--- src/rtl/scope_pio_edge_gen2.sv ---
// rtl/scope_pio_edge_gen2.sv - Avalon-MM input PIO with per-bit edge capture, irq and event counter
// Optional input debounce filter: define SCOPE_PIO_DEBOUNCE_EN.
module scope_pio_edge_gen2 #(
    parameter int WIDTH           = 6,
    parameter int DEBOUNCE_CYCLES = 16
) (
    input  logic             clk,
    input  logic             reset,
    input  logic [2:0]       address,
    input  logic             chipselect,
    input  logic             write_n,
    input  logic [31:0]      writedata,
    input  logic [WIDTH-1:0] in_port,
    output logic [31:0]      readdata,
    output logic             irq
);

    logic [WIDTH-1:0] sync1;
    logic [WIDTH-1:0] sync2;
    logic [WIDTH-1:0] filt;
    logic [WIDTH-1:0] prev;
    logic [WIDTH-1:0] irq_mask;
    logic [WIDTH-1:0] edge_capture;
    logic [WIDTH-1:0] rise_en;
    logic [WIDTH-1:0] fall_en;
    logic [15:0]      event_count;

    logic [WIDTH-1:0] edge_hit;
    logic             any_edge;
    logic             wr;
    logic [31:0]      rd_mux;

    always_ff @(posedge clk) begin
        if (reset) begin
            sync1 <= '0;
            sync2 <= '0;
        end else begin
            sync1 <= in_port;
            sync2 <= sync1;
        end
    end

`ifdef SCOPE_PIO_DEBOUNCE_EN
    localparam int CW = $clog2(DEBOUNCE_CYCLES + 1);

    // Each bit follows sync2 only after it has disagreed with filt for DEBOUNCE_CYCLES cycles in a row.
    for (genvar i = 0; i < WIDTH; i++) begin : g_debounce
        logic [CW-1:0] db_cnt;

        always_ff @(posedge clk) begin
            if (reset) begin
                db_cnt  <= '0;
                filt[i] <= 1'b0;
            end else if (sync2[i] == filt[i]) begin
                db_cnt <= '0;
            end else if (db_cnt == CW'(DEBOUNCE_CYCLES - 1)) begin
                db_cnt  <= '0;
                filt[i] <= sync2[i];
            end else begin
                db_cnt <= db_cnt + 1'b1;
            end
        end
    end
`else
    assign filt = sync2;
`endif

    assign edge_hit = (filt & ~prev & rise_en) | (~filt & prev & fall_en);
    assign any_edge = |edge_hit;
    assign wr       = chipselect && !write_n;
    assign irq      = |(edge_capture & irq_mask);

    always_comb begin
        rd_mux = '0;
        case (address)
            3'd0:    rd_mux[WIDTH-1:0] = filt;
            3'd2:    rd_mux[WIDTH-1:0] = irq_mask;
            3'd3:    rd_mux[WIDTH-1:0] = edge_capture;
            3'd4:    rd_mux[WIDTH-1:0] = rise_en;
            3'd5:    rd_mux[WIDTH-1:0] = fall_en;
            3'd6:    rd_mux[15:0]      = event_count;
            default: rd_mux = '0;
        endcase
    end

    always_ff @(posedge clk) begin
        if (reset) begin
            prev         <= '0;
            irq_mask     <= '0;
            edge_capture <= '0;
            rise_en      <= '0;
            fall_en      <= '1;
            event_count  <= '0;
            readdata     <= '0;
        end else begin
            prev     <= filt;
            readdata <= rd_mux;

            if (wr && address == 3'd2) irq_mask <= writedata[WIDTH-1:0];
            if (wr && address == 3'd4) rise_en  <= writedata[WIDTH-1:0];
            if (wr && address == 3'd5) fall_en  <= writedata[WIDTH-1:0];

            // A new edge wins over a coincident clear so no event is lost.
            if (wr && address == 3'd3)
                edge_capture <= (edge_capture & ~writedata[WIDTH-1:0]) | edge_hit;
            else
                edge_capture <= edge_capture | edge_hit;

            if (wr && address == 3'd6)
                event_count <= any_edge ? 16'd1 : 16'd0;
            else if (any_edge && event_count != 16'hFFFF)
                event_count <= event_count + 16'd1;
        end
    end

endmodule

--- config.mk ---
export PLATFORM = sky130hd
export DESIGN_NAME = scope_pio_edge_gen2
export DESIGN_NICKNAME = d
export VERILOG_FILES = /design/src/rtl/scope_pio_edge_gen2.sv
export SDC_FILE = /design/constraint.sdc
export NUM_CORES = 1
export LEC_CHECK = 0
export CORE_MARGIN = 2
export CORE_UTILIZATION = 49
export CTS_CLUSTER_DIAMETER = 80
export DETAILED_ROUTE_END_ITERATION = 8
export PLACE_DENSITY_LB_ADDON = 0.2
export SLEW_MARGIN = 15
export SYNTH_ARGS = -nofsm -noshare
export SYNTH_HDL_FRONTEND = slang
export SYNTH_SLANG_ARGS = --single-unit
--- constraint.sdc ---
create_clock -name clk -period 2.18 [get_ports clk]
set_input_delay 0.436 -clock clk [delete_from_list [all_inputs] [get_ports clk]]
set_output_delay 0.436 -clock clk [all_outputs]
set_load 0.005 [all_outputs]
### After elaboration in Yosys (flattened, before gate mapping)

Index checks and enable logic that the tools add are counted.
W data, S select, Z words.

| word-level totals | value |
|---|---|
| register bits | 90 |
| logic and storage cells | 49 |
| output and inout port bits | 33 |

| operators by class | value |
|---|---|
| multiplexer cells | 5 |
| add/sub/neg operators | 1 |
| bitwise logic cells | 13 |
| reduce and logical (&&, ||, !) cells | 13 |
| eq/ne operators | 6 |

Operators with widths:

| operator | number |
|---|---|
| $and A6 B6 Y6 | 6 |
| $pmux W6 S6 | 1 |
| $mux W16 | 2 |
| $not A6 Y6 | 3 |
| $or A6 B6 Y6 | 3 |
| $add A16 B1 Y16 const B | 1 |
| $ne A16 B16 Y1 const B | 1 |
| $reduce_or A6 Y1 | 2 |
| $eq A3 B3 Y1 const B | 3 |
| $logic_and A1 B1 Y1 | 7 |
| $eq A3 B2 Y1 const B | 2 |
| $mux W6 | 1 |
| $logic_not A3 Y1 | 1 |
| $reduce_bool A2 Y1 | 1 |
| $reduce_or A2 Y1 | 1 |
| $logic_not A1 Y1 | 1 |
| $mux W1 | 1 |
| $not A1 Y1 | 1 |

### Longest topological paths before layout

| depth | value |
|---|---|
| depth in word-level cells | 8 |
| depth in mapped cells | 7 |
| depth with buffers taken out | 7 |

### Worst setup path before layout

OpenSTA, ideal clock, no wires.

| timing path | value |
|---|---|
| path type | register to register |
| start point | register event_count[0] |
| end point | register event_count[12] |
| required time | 2,121 ps |
| path buffers | 0 |
| slack | 366 ps |
| data arrival time | 1,754 ps |
| cell stages (with the launch flop) | 8 |
| setup time | 59 ps |
| period minus slack after synthesis | 1,814 ps |
| cells stage by stage | dfxtp_1 -> ha_1 -> nand3_2 -> nor2_2 -> nand3_2 -> or3_1 -> or4_1 -> nand2_1 |

| on the way | value |
|---|---|
| word-level cells in the longest chain between the ends | 3 |
| elaborated cells between the ends (all ways) | 6 |

RTL lines:

| element | line | source |
|---|---|---|
| start, declared | 26 | `logic [15:0] event_count;` |
| start signal, assigned | 110 | `event_count <= any_edge ? 16'd1 : 16'd0;` |
| start signal, assigned | 112 | `event_count <= event_count + 16'd1;` |
| $add A16 B1 Y16 or $ne A16 B16 Y1 (tied branches) | 112, 111 |  |
| $mux W16 or $logic_and A1 B1 Y1 (tied branches) | 111 | `else if (any_edge && event_count != 16'hFFFF)` |
| $mux W16 or $reduce_bool A2 Y1 (tied branches) | - |  |

Parallel ways exist; a longest one is shown, timed or not. The select of a mux whose other input is x is not followed.
A chain may end at the register's enable or synchronous reset.

### Worst setup path in the final report

| timing path | value |
|---|---|
| start point | register event_count[1] |
| end point | register event_count[12] |

The elaborated chain is that of the path after synthesis.

==> metrics.yaml <==
sta:
  fin_crit_ns: 2.02
  skew_ns: 0.0114
  setup_ws_ns: 0.164
  report.final.hold_viol_count: 0
  slew_violations: 0
  rsz0062_at_grt: "false"
  period_share_pct: 92.5
  setup_viol: 0
  fmax_ghz: 0.496
floorplan:
  rows: 29
  die_area_um2: 7280
  core_um2: 6390
  pin_count: 78
  start_util_pct: 50.7
  die_w_um: 85.3
  die_h_um: 85.3
clocking:
  root_buffer: "clkbuf_8"
  cts_max_level: 3
  ctsHoldBuffers: 0
  clockBufferDepth: 2
  postCtsResizedCells: 0
  clk_latency_ns: 0.37
  cts_sinks: 74
  cts_tree: "built"
  cts.clk_slew.worst_paths_ns: 0.08
  cts_setup_buffers: 0
  numCtsBuffers: 9
drt:
  ant_nets: 0
  dr.pass1.iters: 4
  wl_per_cell_um: 13.7
  vias: 2645
  first_iter_violations: 132
  drc_errors: 0
  via_per_inst: 5.31
  routed_wl_um: 6850
pwr:
  power.leakage_nw: 1.55
  pwr-share-clk_pct: 42.0
  intPower_mw: 2.16
  vdd_drop_max_uv: 431
  p_sw_mw: 0.698
  powerDensity_nw_per_um2: 718
  finalPower_mw: 2.86
  power.share.switching_pct: 24.4
  seq_power_share_pct: 49.0
  pwr-share-comb_pct: 9.0
layout:
  nets: 462
  postLayoutCoreUtil_pct: 62.3
  multi_input_area_um2: 1620
  diodes: 0
  seq_area_um2: 1480
  fin_area_um2: 3980
  drive_gt1_share_pct: 14.3
  final.fill_count: 556
  area_delta_synth_final_pct: 22.7
grt:
  overflow: 0
  grt_pass1_vias: 2486
  grt_pass1_wl_um: 11400
  antenna_found_initial: 0
  grt_max_degree: 28
  grt_usage_pct: 20.1
worst_setup_path:
  worstSetupStartpointType: "flip-flop"
  reg2reg_to: "event_count[12]"
  path_cells: "ha_1, nand3_2, nor2_2, nand3_2, or3_1, or4_1, nand2_1"
  crit_slowest_cell: "dfxtp_1"
  slowest_delay_ns: 0.41
  critPathKind: "flip-flop to flip-flop"
  critPathMaxFanout: 5
  cp_common_cell: "nand3_2"
  ff2ff_path_depth: 7
  crit-reg2reg-launch: "event_count[1]"
  cp.arrival_ns: 2.33
  path_delay_family: "simple AND/OR/NAND/NOR gates"
  cp.required_ns: 2.49
  r2r_slack_ns: 0.16
  endpoint_kind: "flip-flop"
  crit_buf_inv: 0
placed_design:
  dp_hpwl_um: 4890
  placed_area_um2: 3750
  pre_cts_ws_ns: -0.0546
  gp_congestion: 0.855
  portBuffers: 35
synth:
  ys.flop_type: "dfxtp_1"
  synthesis.area_um2: 3240
  synth.yosys.warnings: 0
  ys_ff_latch: 74
  async_flop_share_pct: 0
  synth.avg_cell_area_um2: 8.83
  synthCells: 367
  ys_types: 47
  synth_edf_count: 0
  synth-seq-area-share_pct: 45.7
flow_run:
  drv_cap: 0
worst_hold_path:
  hold_path_end: "filt[5]"
  worstHoldPathCells: 1
  hp-start: "sync1[5]"
  hold_path_class: "flip-flop to flip-flop"
outcome:
  outcome: "finished, final reports clean"
==> how the worst max path moves through the flow <==
stage | from | endpoint | cells past startpoint
finish | event_count[1] | event_count[12] | 7
global route | event_count[1] | event_count[14] | 7
CTS | event_count[1] | event_count[12] | 7
detailed placement | chipselect | event_count[2] | 7
global placement | chipselect | event_count[2] | 7
floorplan | event_count[0] | event_count[12] | 7
==> cells by family (layout without fill, tap and decap cells) <==
group / count (synthesis) / in the layout / share of synthesized area (%)
simple gates: 168 / 168 / 27.7
other cells: 1 / 16 / 0.116
buf+inv: 36 / 75 / 6.10
compound gates: 75 / 75 / 15.4
flops: 74 / 74 / 45.7
mux: 12 / 12 / 4.63
fa+ha+maj: 1 / 1 / 0.386
==> power by group through the flow <==
stage | clock (mW) | combinational, mW | sequential, mW
floorplan | 0 | 0.158 | 1.43
global placement | 0 | 0.252 | 1.43
detailed placement | 0 | 0.255 | 1.43
CTS | 1.22 | 0.257 | 1.40
global route | 1.27 | 0.284 | 1.40
finish | 1.20 | 0.256 | 1.40
==> cell usage after synthesis, types with 2 or more instances <==
master | instances | area share, %
or4_1 | 2 | 0.46
nor3_1 | 3 | 0.46
a31o_2 | 4 | 1.1
mux4_2 | 2 | 1.4
nor2b_1 | 31 | 6.0
a41o_1 | 4 | 1.2
a31oi_1 | 5 | 0.97
and3_1 | 3 | 0.58
dfxtp_1 | 74 | 46
a211oi_1 | 4 | 0.93
nand4_1 | 2 | 0.39
or3_1 | 5 | 0.97
a22o_1 | 2 | 0.54
mux2i_1 | 6 | 1.9
buf_4 | 16 | 3.7
a21oi_1 | 29 | 4.5
a211o_1 | 6 | 1.6
and3_2 | 2 | 0.46
clkbuf_1 | 18 | 2.1
nand3b_1 | 6 | 1.4
and4b_1 | 2 | 0.62
nand2_1 | 48 | 5.6
o211ai_1 | 2 | 0.46
o21ai_0 | 6 | 0.93
a22oi_1 | 5 | 1.2
nand3_1 | 16 | 2.5
nor2_1 | 25 | 2.9
nand3_2 | 2 | 0.62
buf_2 | 2 | 0.31
and2_1 | 12 | 2.3
o21a_1 | 3 | 0.69
a221oi_1 | 2 | 0.54
mux2_2 | 4 | 1.4
==> state kept, by name (all words and copies together) (netlist names) <==
signal and flops:
event_count 16, edge_capture 6, irq_mask 6, readdata 16
prev 6, filt 6, sync1 6, rise_en 6
fall_en 6
==> layout by cell type (no fill, tap or decap), types with 9 or more instances in the layout <==
cell type and count:
a21oi_1 29, and2_1 12, buf_4 22, clkbuf_8 9, clkdlybuf4s50_1 35, conb_1 16
dfxtp_1 74, nand2_1 48, nand3_1 16, nor2_1 25, nor2b_1 31
==> layer usage <==
| layer | part of all wire [%] | GRT usage [%] | up-vias |
|---|---|---|---|
| met5 | 0 | 0 | - |
| met4 | 2.8 | 10.8 | 0 |
| met3 | 3.7 | 4.38 | 15 |
| met2 | 49 | 33.7 | 62 |
| met1 | 45 | 23.9 | 1220 |
| li1 | - | - | 1348 |
==> per-stage QoR <==
step | TNS (ns) | std cells | hold WS (ns)
4_1_cts | 0 | 498 | 0.444
6_report | 0 | 498 | 0.440
3_5_place_dp | -0.548 | 482 | 0.425
5_1_grt | 0 | 498 | 0.458
3_3_place_gp | -0.298 | 482 | 0.418
2_1_floorplan | 0 | 382 | 0.414
==> cell type report <==
type,count,area share (%)
Clock buffer,9,3.12
Clock inverter,7,2.55
Sequential cell,74,37.3
Timing Repair Buffer,59,14.0
Tap cell,77,2.42
Multi-Input combinational cell,272,40.7
Power figures use the tool's default switching activity.
